===== src/rtl/clk_div_ctrl.sv =====
`default_nettype none
// +----------------------------------------------------------------------------+
// | Module      : clk_div_ctrl                                                 |
// | Description : Run-time programmable, glitch-free clock-divider controller. |
// |               Generates out_clk = clk / D from a registered counter and    |
// |               starts, stops and re-programs it only on period boundaries.  |
// | Revision    : 1.0 - initial release                                        |
// +----------------------------------------------------------------------------+
// | Ports                                                                      |
// |   clk        in   1      input clock, all state updates on posedge         |
// |   rst_n      in   1      asynchronous active-low reset                     |
// |   en         in   1      run request (sampled in STOP / at boundary)       |
// |   cfg_valid  in   1      new ratio offered on cfg_div                      |
// |   cfg_div    in   DIV_W  requested divide ratio D                          |
// |   cfg_ready  out  1      no ratio pending; handshake on valid & ready      |
// |   cfg_err    out  1      1-cycle pulse: accepted ratio was < 2, dropped    |
// |   out_clk    out  1      divided clock, straight from a flop               |
// |   out_tick   out  1      1-cycle pulse with every out_clk rising edge      |
// |   cur_div    out  DIV_W  ratio currently in effect                         |
// |   active     out  1      high while the divider is running                 |
// +----------------------------------------------------------------------------+
module clk_div_ctrl #(
    parameter int DIV_W     = 8,
    parameter int RESET_DIV = 8
) (
    input  logic             clk,
    input  logic             rst_n,
    input  logic             en,
    input  logic             cfg_valid,
    input  logic [DIV_W-1:0] cfg_div,
    output logic             cfg_ready,
    output logic             cfg_err,
    output logic             out_clk,
    output logic             out_tick,
    output logic [DIV_W-1:0] cur_div,
    output logic             active
);

    // ------------------------------------------------------------------------
    // Constants and state encoding
    // ------------------------------------------------------------------------
    localparam logic [0:0]       c_ST_STOP   = 1'b0;
    localparam logic [0:0]       c_ST_RUN    = 1'b1;
    localparam logic [DIV_W-1:0] c_RESET_DIV = DIV_W'(RESET_DIV);
    localparam logic [DIV_W-1:0] c_ZERO      = '0;
    localparam logic [DIV_W-1:0] c_ONE       = DIV_W'(1);
    localparam logic [DIV_W-1:0] c_TWO       = DIV_W'(2);

    // ------------------------------------------------------------------------
    // Registers
    // ------------------------------------------------------------------------
    logic [0:0]       r_state;
    logic [DIV_W-1:0] r_cnt;
    logic             r_out_clk;
    logic             r_tick;
    logic             r_active;
    logic [DIV_W-1:0] r_cur_div;
    logic [DIV_W-1:0] r_pend_div;
    logic             r_pend;
    logic             r_cfg_ready;
    logic             r_cfg_err;

    // ------------------------------------------------------------------------
    // Combinational helpers
    // ------------------------------------------------------------------------
    logic             w_last;       // counter sits on the last cycle of a period
    logic [DIV_W-1:0] w_cnt_inc;
    logic [DIV_W:0]   w_half;       // high-phase length H = (D+1)>>1
    logic             w_high_next;  // out_clk level for the next counter value
    logic             w_cfg_fire;
    logic             w_cfg_bad;
    logic             w_apply;      // pending ratio becomes current this edge

    assign w_last    = (r_cnt == (r_cur_div - c_ONE));
    assign w_cnt_inc = r_cnt + c_ONE;

    // One extra bit keeps D = 2**DIV_W-1 from wrapping when rounding up.
    assign w_half      = ({1'b0, r_cur_div} + {{DIV_W{1'b0}}, 1'b1}) >> 1;
    assign w_high_next = ({1'b0, w_cnt_inc} < w_half);

    assign w_cfg_fire = cfg_valid & r_cfg_ready;
    assign w_cfg_bad  = (cfg_div < c_TWO);

    // A pending ratio may only take effect while stopped or on the edge that
    // closes a period, so the period that follows is always built from one D.
    // In STOP the counter is 0 and D >= 2, so w_last is never true there.
    assign w_apply = r_pend & ((r_state == c_ST_STOP) | w_last);

    // ------------------------------------------------------------------------
    // Divider sequencer
    // ------------------------------------------------------------------------
    always_ff @(posedge clk or negedge rst_n) begin
        if (!rst_n) begin
            r_state   <= c_ST_STOP;
            r_cnt     <= c_ZERO;
            r_out_clk <= 1'b0;
            r_tick    <= 1'b0;
            r_active  <= 1'b0;
        end else begin
            case (r_state)
                c_ST_STOP: begin
                    r_cnt <= c_ZERO;
                    if (en) begin
                        // Launch a full period: rising edge happens right here.
                        r_state   <= c_ST_RUN;
                        r_out_clk <= 1'b1;
                        r_tick    <= 1'b1;
                        r_active  <= 1'b1;
                    end else begin
                        r_out_clk <= 1'b0;
                        r_tick    <= 1'b0;
                        r_active  <= 1'b0;
                    end
                end

                c_ST_RUN: begin
                    if (!w_last) begin
                        // Mid-period: en is deliberately ignored so that a
                        // stop request can never shorten the current pulse.
                        r_cnt     <= w_cnt_inc;
                        r_out_clk <= w_high_next;
                        r_tick    <= 1'b0;
                    end else begin
                        r_cnt <= c_ZERO;
                        if (en) begin
                            r_out_clk <= 1'b1;
                            r_tick    <= 1'b1;
                        end else begin
                            // out_clk is already low in the last cycle, so
                            // stopping here leaves no partial pulse behind.
                            r_state   <= c_ST_STOP;
                            r_out_clk <= 1'b0;
                            r_tick    <= 1'b0;
                            r_active  <= 1'b0;
                        end
                    end
                end

                default: begin
                    r_state   <= c_ST_STOP;
                    r_cnt     <= c_ZERO;
                    r_out_clk <= 1'b0;
                    r_tick    <= 1'b0;
                    r_active  <= 1'b0;
                end
            endcase
        end
    end

    // ------------------------------------------------------------------------
    // Ratio configuration: single-entry holding register
    // ------------------------------------------------------------------------
    // Accept and apply are mutually exclusive: accept needs r_pend == 0 while
    // apply needs r_pend == 1, so one edge never does both.
    always_ff @(posedge clk or negedge rst_n) begin
        if (!rst_n) begin
            r_cur_div   <= c_RESET_DIV;
            r_pend_div  <= c_RESET_DIV;
            r_pend      <= 1'b0;
            r_cfg_ready <= 1'b1;
            r_cfg_err   <= 1'b0;
        end else begin
            r_cfg_err <= 1'b0;

            if (w_cfg_fire) begin
                if (w_cfg_bad) begin
                    // Ratios 0 and 1 cannot produce a low phase; drop them and
                    // flag the requester, the slot stays free.
                    r_cfg_err <= 1'b1;
                end else begin
                    r_pend_div  <= cfg_div;
                    r_pend      <= 1'b1;
                    r_cfg_ready <= 1'b0;
                end
            end

            if (w_apply) begin
                r_cur_div   <= r_pend_div;
                r_pend      <= 1'b0;
                r_cfg_ready <= 1'b1;
            end
        end
    end

    // ------------------------------------------------------------------------
    // Outputs (all driven directly from flops)
    // ------------------------------------------------------------------------
    assign out_clk   = r_out_clk;
    assign out_tick  = r_tick;
    assign active    = r_active;
    assign cur_div   = r_cur_div;
    assign cfg_ready = r_cfg_ready;
    assign cfg_err   = r_cfg_err;

endmodule
`default_nettype wire

===== config.mk =====
export PLATFORM = sky130hd
export DESIGN_NAME = clk_div_ctrl
export DESIGN_NICKNAME = d
export VERILOG_FILES = /design/src/rtl/clk_div_ctrl.sv
export SDC_FILE = /design/constraint.sdc
export NUM_CORES = 1
export LEC_CHECK = 0
export ABC_AREA = 1
export CAP_MARGIN = 20
export CELL_PAD_IN_SITES_DETAIL_PLACEMENT = 2
export CELL_PAD_IN_SITES_GLOBAL_PLACEMENT = 2
export CORE_AREA = 5 5 84 86
export CTS_CLUSTER_SIZE = 25
export DETAILED_ROUTE_END_ITERATION = 10
export DIE_AREA = 0 0 89 91
export PLACE_DENSITY_LB_ADDON = 0.12
export SETUP_SLACK_MARGIN = 0.4
export SLEW_MARGIN = 20
export SYNTH_ARGS = -nofsm -noshare
export SYNTH_HDL_FRONTEND = slang
export SYNTH_SLANG_ARGS = --single-unit
export TNS_END_PERCENT = 20

===== constraint.sdc =====
create_clock -name clk -period 2.3 [get_ports clk]
set_clock_uncertainty 0.2 [all_clocks]
set_input_delay 0.23 -clock clk [delete_from_list [all_inputs] [get_ports clk]]
set_output_delay 0.23 -clock clk [all_outputs]
set_load 0.005 [all_outputs]

==> out/qor.txt, run 1 <==
Status - finished, final reports clean
Synth Area in Compound Gates - 0.0477
Slowest CP cell - dfrtp_1
CP Launch Type - flip-flop
Worst r2r src - r_cnt[0]
Simple-gate share of the synthesized area - 0.300
Multi-input gate area - 1220 sq um
First-pass GRT wire length - 8.90 mm
Tmin final - 2.28 ns
Reg2reg setup slack - 0.02 ns
Num rows - 29
Die area - 8100 sq um
Critical path class - reg2reg
CP Capture Type - flip-flop
Total CTS buffers - 5
Area grow syn2layout - 46.3%
PwrDens - 416 nW/um^2
Mux cell area share after synthesis - 0
GPL Wtd Cong - 0.733
CTS tree - done
Normalized max-slew margin - 0.530
Peak supply drop - 0.436 mV
CP max stage delay - 0.39 ns
Worst r2r path cells - 12
Combinational share of power - 0.078
Internal power - 858 uW
CTS clk-pin slew, worst paths - 0.07 ns
Final Max Slew Viols - 0
Post-DRT Antenna Nets - 0
Reg2Reg Capture Point - out_clk
Seq pwr share - 0.559
Initial Util - 0.309
Largest net degree at the start of global routing - 32
Register area - 785 sq um
Worst setup path startpoint - r_cnt[0]
1st-iter DRT viols - 30
Final worst slack - 0.0170 ns
Mapped Nets - 268
Max Fclk - 438 MHz
Maximum root-to-sink buffer count - 2
Input/output buffers - 24
Via count - 1707
P_sw - 307 uW
Cell count after synthesis - 246
Grt total ovfl - 0
Die width - 89 um
Mapped Area - 1910 sq um
Total track usage - 0.142
Hold Path Class - in2async
Core area - 6200 sq um
Root Buffer - clkbuf_8
Worst path required time - 2.28 ns
CTS sink count - 31
H-tree depth - 2
Clk_lat worst skew - 0.28 ns
Diode count - 0
Final instance area - 2800 sq um
Initial DRT Pass Iterations - 4
Adder-Cell Fraction of Synth Area - 0.0654
Layout cells sized above 1 - 0.353
Nets - 313
Setup violators final - 0
Final hold violation count - 0
Clock network fraction of total power - 0.363
Leak Pwr - 1.35 nW
Switching Fraction - 0.263
WL/cell - 15.9 um
DR vias/cell - 4.63
Placed inst area - 2310 sq um
Initial antenna violation count - 0
Maxcap violations - 0
FILL cells - 691
RSZ-0062 raised after global routing - yes
Sequential area share after synthesis - 0.407
Final Cycle Share - 0.993
Synth unique cells - 28
Syn Area/Cell - 7.78 sq um
Post-DP HPWL - 4.04 mm
Ys Warns - 0
Routed wire length - 5.87 mm
Main combinational cell family by area after synthesis - simple AND/OR/NAND/NOR gates
Die H - 91 um
Measured slew at the worst slew-check pin - 0.706 ns
Synth Area in XOR/XNOR - 0.0686
Fin Hold WS - 0.142 ns
Worst-path cell chain - nand3_2, nand3b_1, nor2_1, nand2_1, xor2_1, inv_1, ha_4, inv_1, o31ai_2, a21oi_1, nand3_1, nand2_1
Util after Layout - 0.452
Seq cells post-synth - 31
Vias in the first global route - 1819
Crit path max fanout - 3
# IOs - 25
Pre-CTS setup slack - -0.00866 ns
DRC - 0
Critical Path AT - 2.26 ns
## per-stage QoR
step	setup TNS [ns]	power [mW]	std cells
after floorplan	0	0.683	246
after global placement	-0.0187	0.729	350
after detailed placement	-0.00866	0.735	350
after CTS	0	1.15	364
after global routing	-0.229	1.23	369
final	0	1.17	369
## critical path: cells and delay by family (launching register included)
kind                       cells  cell delay (ns)
adders and majority gates      1             0.28
and+or+nand+nor                6             0.63
xor gates and xnor gates       1             0.20
AOI/OAI and AO/OA              2             0.29
buffers and inverters          2             0.18
DFF                            1             0.39
## area by class of cell
type,instances,area share
Sequential cell,31,0.280
Clock buffer,7,0.0272
Multi-Input combinational cell,170,0.437
Inverter,37,0.0523
Timing Repair Buffer,46,0.167
Tap cell,77,0.0344
Clock inverter,1,0.00179
## cell usage after synthesis
master,number,share of area
xor2_1,10,0.046
nor2_1,23,0.045
nor3_1,5,0.013
nand4_1,2,0.0065
clkbuf_4,1,0.0039
dfrtp_1,28,0.37
o31ai_1,1,0.0039
a21oi_1,6,0.016
a21oi_2,1,0.0046
inv_1,35,0.069
dfstp_2,3,0.041
buf_6,4,0.024
o21ai_0,8,0.021
nand2_4,2,0.012
nand3_2,2,0.010
xnor2_1,5,0.023
nand3b_1,1,0.0039
nor2_2,3,0.0098
nand2_2,2,0.0065
nand2_1,69,0.14
o21ai_1,1,0.0026
clkbuf_1,1,0.0020
nor2_8,1,0.010
inv_2,1,0.0020
buf_4,2,0.0078
ha_1,10,0.065
nand3_1,18,0.047
inv_4,1,0.0033
## logic make-up (layout without fill, tap and decap cells)
kind of cell / Yosys count / in the layout
and+or+nand+nor: 128 / 128
buffers and inverters: 45 / 91
DFF: 31 / 31
AOI/OAI and AO/OA: 17 / 17
xor gates and xnor gates: 15 / 15
adders and majority gates: 10 / 10
## cell usage in the layout, fill, tap and decap left out, types with 2 or more instances in the layout
cell | Yosys | final
xnor2_1 | 5 | 4
nand2_4 | 2 | 3
nor2_4 | 0 | 8
ha_4 | 0 | 3
nand3_2 | 2 | 14
nor2_2 | 3 | 6
buf_4 | 2 | 17
a21oi_1 | 6 | 3
nor3_2 | 0 | 3
xor2_2 | 0 | 2
inv_4 | 1 | 3
buf_12 | 0 | 2
xor2_1 | 10 | 8
nand2_1 | 69 | 57
clkbuf_16 | 0 | 2
dfrtp_2 | 0 | 4
inv_2 | 1 | 3
inv_1 | 35 | 31
o21ai_0 | 8 | 7
nor2_1 | 23 | 12
nand3_1 | 18 | 5
a21oi_2 | 1 | 3
dfrtp_1 | 28 | 24
o21ai_1 | 1 | 2
nand4_1 | 2 | 2
clkbuf_8 | 0 | 5
clkdlybuf4s50_1 | 0 | 24
nand2_2 | 2 | 12
dfstp_2 | 3 | 3
ha_1 | 10 | 6
clkbuf_1 | 1 | 2
## worst max path at each step
stage / endpoint / slack (ns) / depth (start not counted)
after detailed placement: out_clk / -0.009 / 11
after global routing: out_clk / -0.21 / 12
after floorplan: out_clk / 0.22 / 11
final: out_clk / 0.02 / 12
after CTS: cur_div[4] / 0.12 / 12
after global placement: out_clk / -0.02 / 11
## power groups by stage
stage	Clock, mW	Combinational, mW	Sequential (mW)
floorplan	0	0.0504	0.633
global placement	0	0.0859	0.643
detailed placement	0	0.0901	0.645
CTS	0.425	0.0903	0.637
global route	0.461	0.108	0.660
finish	0.423	0.0905	0.651
## what timing repair did
action,CTS,global route
endpoints found under the setup margin,22,24
hold buffers,0,0
pin swaps,2,37
setup buffers,6,3
endpoints found under the hold margin,0,0
cloned,0,2
resized for setup,14,57
## metal layers
metal / part of all wire / GRT usage
met1: 0.42 / 0.177
met2: 0.55 / 0.250
met3: 0.025 / 0.0253
met4: 0.0083 / 0.0372
met5: 0 / 0
No activity file was read; power rests on OpenSTA's default activity.
==> inputs of run 2 (changes only) <==
Settings changed: SETUP_SLACK_MARGIN 0.4 to 0.05.
==> run 2 against run 1 <==
Against the previous run: total power is 1.1% lower; first-iteration DRC count is 13% lower; cell area is 1.1% lower; register-to-register slack hardly changed; largest cell class unchanged; clock power is 2% lower; largest power group unchanged.
==> out/qor.txt, run 2 (same netlist as run 1, synthesis figures left out) <==
Normalized max-slew margin - 0.588
Hold buffers post-CTS - 0
Internal power - 857 uW
Final Cycle Share - 0.991
P_sw - 295 uW
Initial Util - 0.309
Final instance area - 2770 sq um
Area grow syn2layout - 44.8%
Die width - 89 um
Initial DRT Pass Iterations - 4
Setup violators final - 0
Vias in the first global route - 1880
Placed Cells - 360
# IOs - 25
Tmin final - 2.28 ns
Largest net degree at the start of global routing - 32
Critical Path AT - 2.25 ns
Final worst slack - 0.0201 ns
PwrDens - 416 nW/um^2
Met1 track demand over resource - 0.180
Maximum root-to-sink buffer count - 2
Max Fclk - 439 MHz
H-tree depth - 2
Total CTS buffers - 5
WL/cell - 15.7 um
Measured slew at the worst slew-check pin - 0.619 ns
Maxcap violations - 0
Input/output buffers - 24
Seq pwr share - 0.564
Clock network fraction of total power - 0.361
First-pass GRT wire length - 9.01 mm
CP max stage delay - 0.42 ns
Post-DP HPWL - 4.17 mm
Die area - 8100 sq um
Core area - 6200 sq um
Most frequent cells in the layout - nand2_1, inv_1, dfrtp_1, buf_4, clkdlybuf4s50_1
Worst r2r src - cur_div[1]
Pre-CTS setup slack - -0.0262 ns
Met3 usage - 0.0226
Final setup TNS - 0 ns
Final hold violation count - 0
Crit path max fanout - 4
Worst setup path startpoint - cur_div[1]
CP Capture Type - flip-flop
Initial antenna violation count - 0
Diode count - 0
Register area - 782 sq um
Switching Fraction - 0.256
Peak supply drop - 0.290 mV
CP delay by family, top - simple AND/OR/NAND/NOR gates
Fin cells - 378
Root Buffer - clkbuf_8
Combinational share of power - 0.075
CTS tree - done
Routed wire length - 5.94 mm
CTS clk-pin slew, worst paths - 0.07 ns
FILL cells - 705
Global-route met2 utilization - 0.246
Num rows - 29
Final Max Slew Viols - 0
Die H - 91 um
Layout cells sized above 1 - 0.332
Fin Hold WS - 0.140 ns
RSZ-0062 raised after global routing - yes
CTS sink count - 31
DRC - 0
Post-DRT Antenna Nets - 0
Status - finished, final reports clean
Nets - 322
Slowest CP cell - dfrtp_2
Leak Pwr - 1.36 nW
DR vias/cell - 4.62
Grt peak-use layer - met2
Placed inst area - 2340 sq um
1st-iter DRT viols - 26
Grt total ovfl - 0
Worst-path cell chain - inv_2, nor3_4, nand3_2, nor3_2, xnor2_1, ha_4, inv_1, o31ai_4, a21oi_2, nand3_1, nand2_1
Hold Path Class - in2async
Multi-input gate area - 1170 sq um
Critical path class - reg2reg
CP Launch Type - flip-flop
Via count - 1748
Worst path required time - 2.27 ns
Total track usage - 0.143
Clk_lat worst skew - 0.28 ns
GPL Wtd Cong - 0.762
Most common cell after layout, fill and taps aside - nand2_1
WP buf/inv - 2
[run 2: layout make-up]
| cell class | instances | share of cell area |
|---|---|---|
| Clock buffer | 7 | 0.0275 |
| Clock inverter | 1 | 0.00181 |
| Inverter | 37 | 0.0510 |
| Multi-Input combinational cell | 170 | 0.424 |
| Sequential cell | 31 | 0.282 |
| Tap cell | 77 | 0.0348 |
| Timing Repair Buffer | 55 | 0.179 |
[run 2: power groups by stage]
stage	sequential [mW]	combinational [mW]	clock [mW]
2_1_floorplan	0.633	0.0504	0
3_3_place_gp	0.643	0.0857	0
3_5_place_dp	0.645	0.0895	0
4_1_cts	0.637	0.0897	0.432
5_1_grt	0.656	0.101	0.462
6_report	0.650	0.0859	0.416
[run 2: what timing repair did]
| item | CTS | global route |
|---|---|---|
| endpoints found under the setup margin | 5 | 19 |
| gates resized for setup | 9 | 53 |
| pin swaps | 3 | 28 |
| setup buffers | 3 | 7 |
| endpoints found under the hold margin | 0 | 0 |
[run 2: through the flow]
step / utilization / total power, mW
floorplan: - / 0.683
global placement: 0.377 / 0.728
CTS: 0.400 / 1.16
global route: 0.447 / 1.22
detailed placement: 0.377 / 0.735
finish: 0.447 / 1.15
[run 2: path summary, 6_finish.rpt]
| kind | end | slack, ns | cells past startpoint |
|---|---|---|---|
| worst max-delay path | out_clk | 0.02 | 11 |
| worst min-delay path | r_pend_div[2] | 0.14 | 2 |
| worst max register to register | out_clk | 0.02 | 11 |
| worst min register to register | cur_div[3] | 0.28 | 2 |
| max in group asynchronous | cfg_ready | 1.42 | 2 |
| min in group clk | cur_div[3] | 0.28 | 2 |
[run 2: per-layer routing]
layer	routed length, um	part of all wire
met3	135	0.023
met2	3190	0.54
met5	0	0
met4	114	0.019
met1	2500	0.42
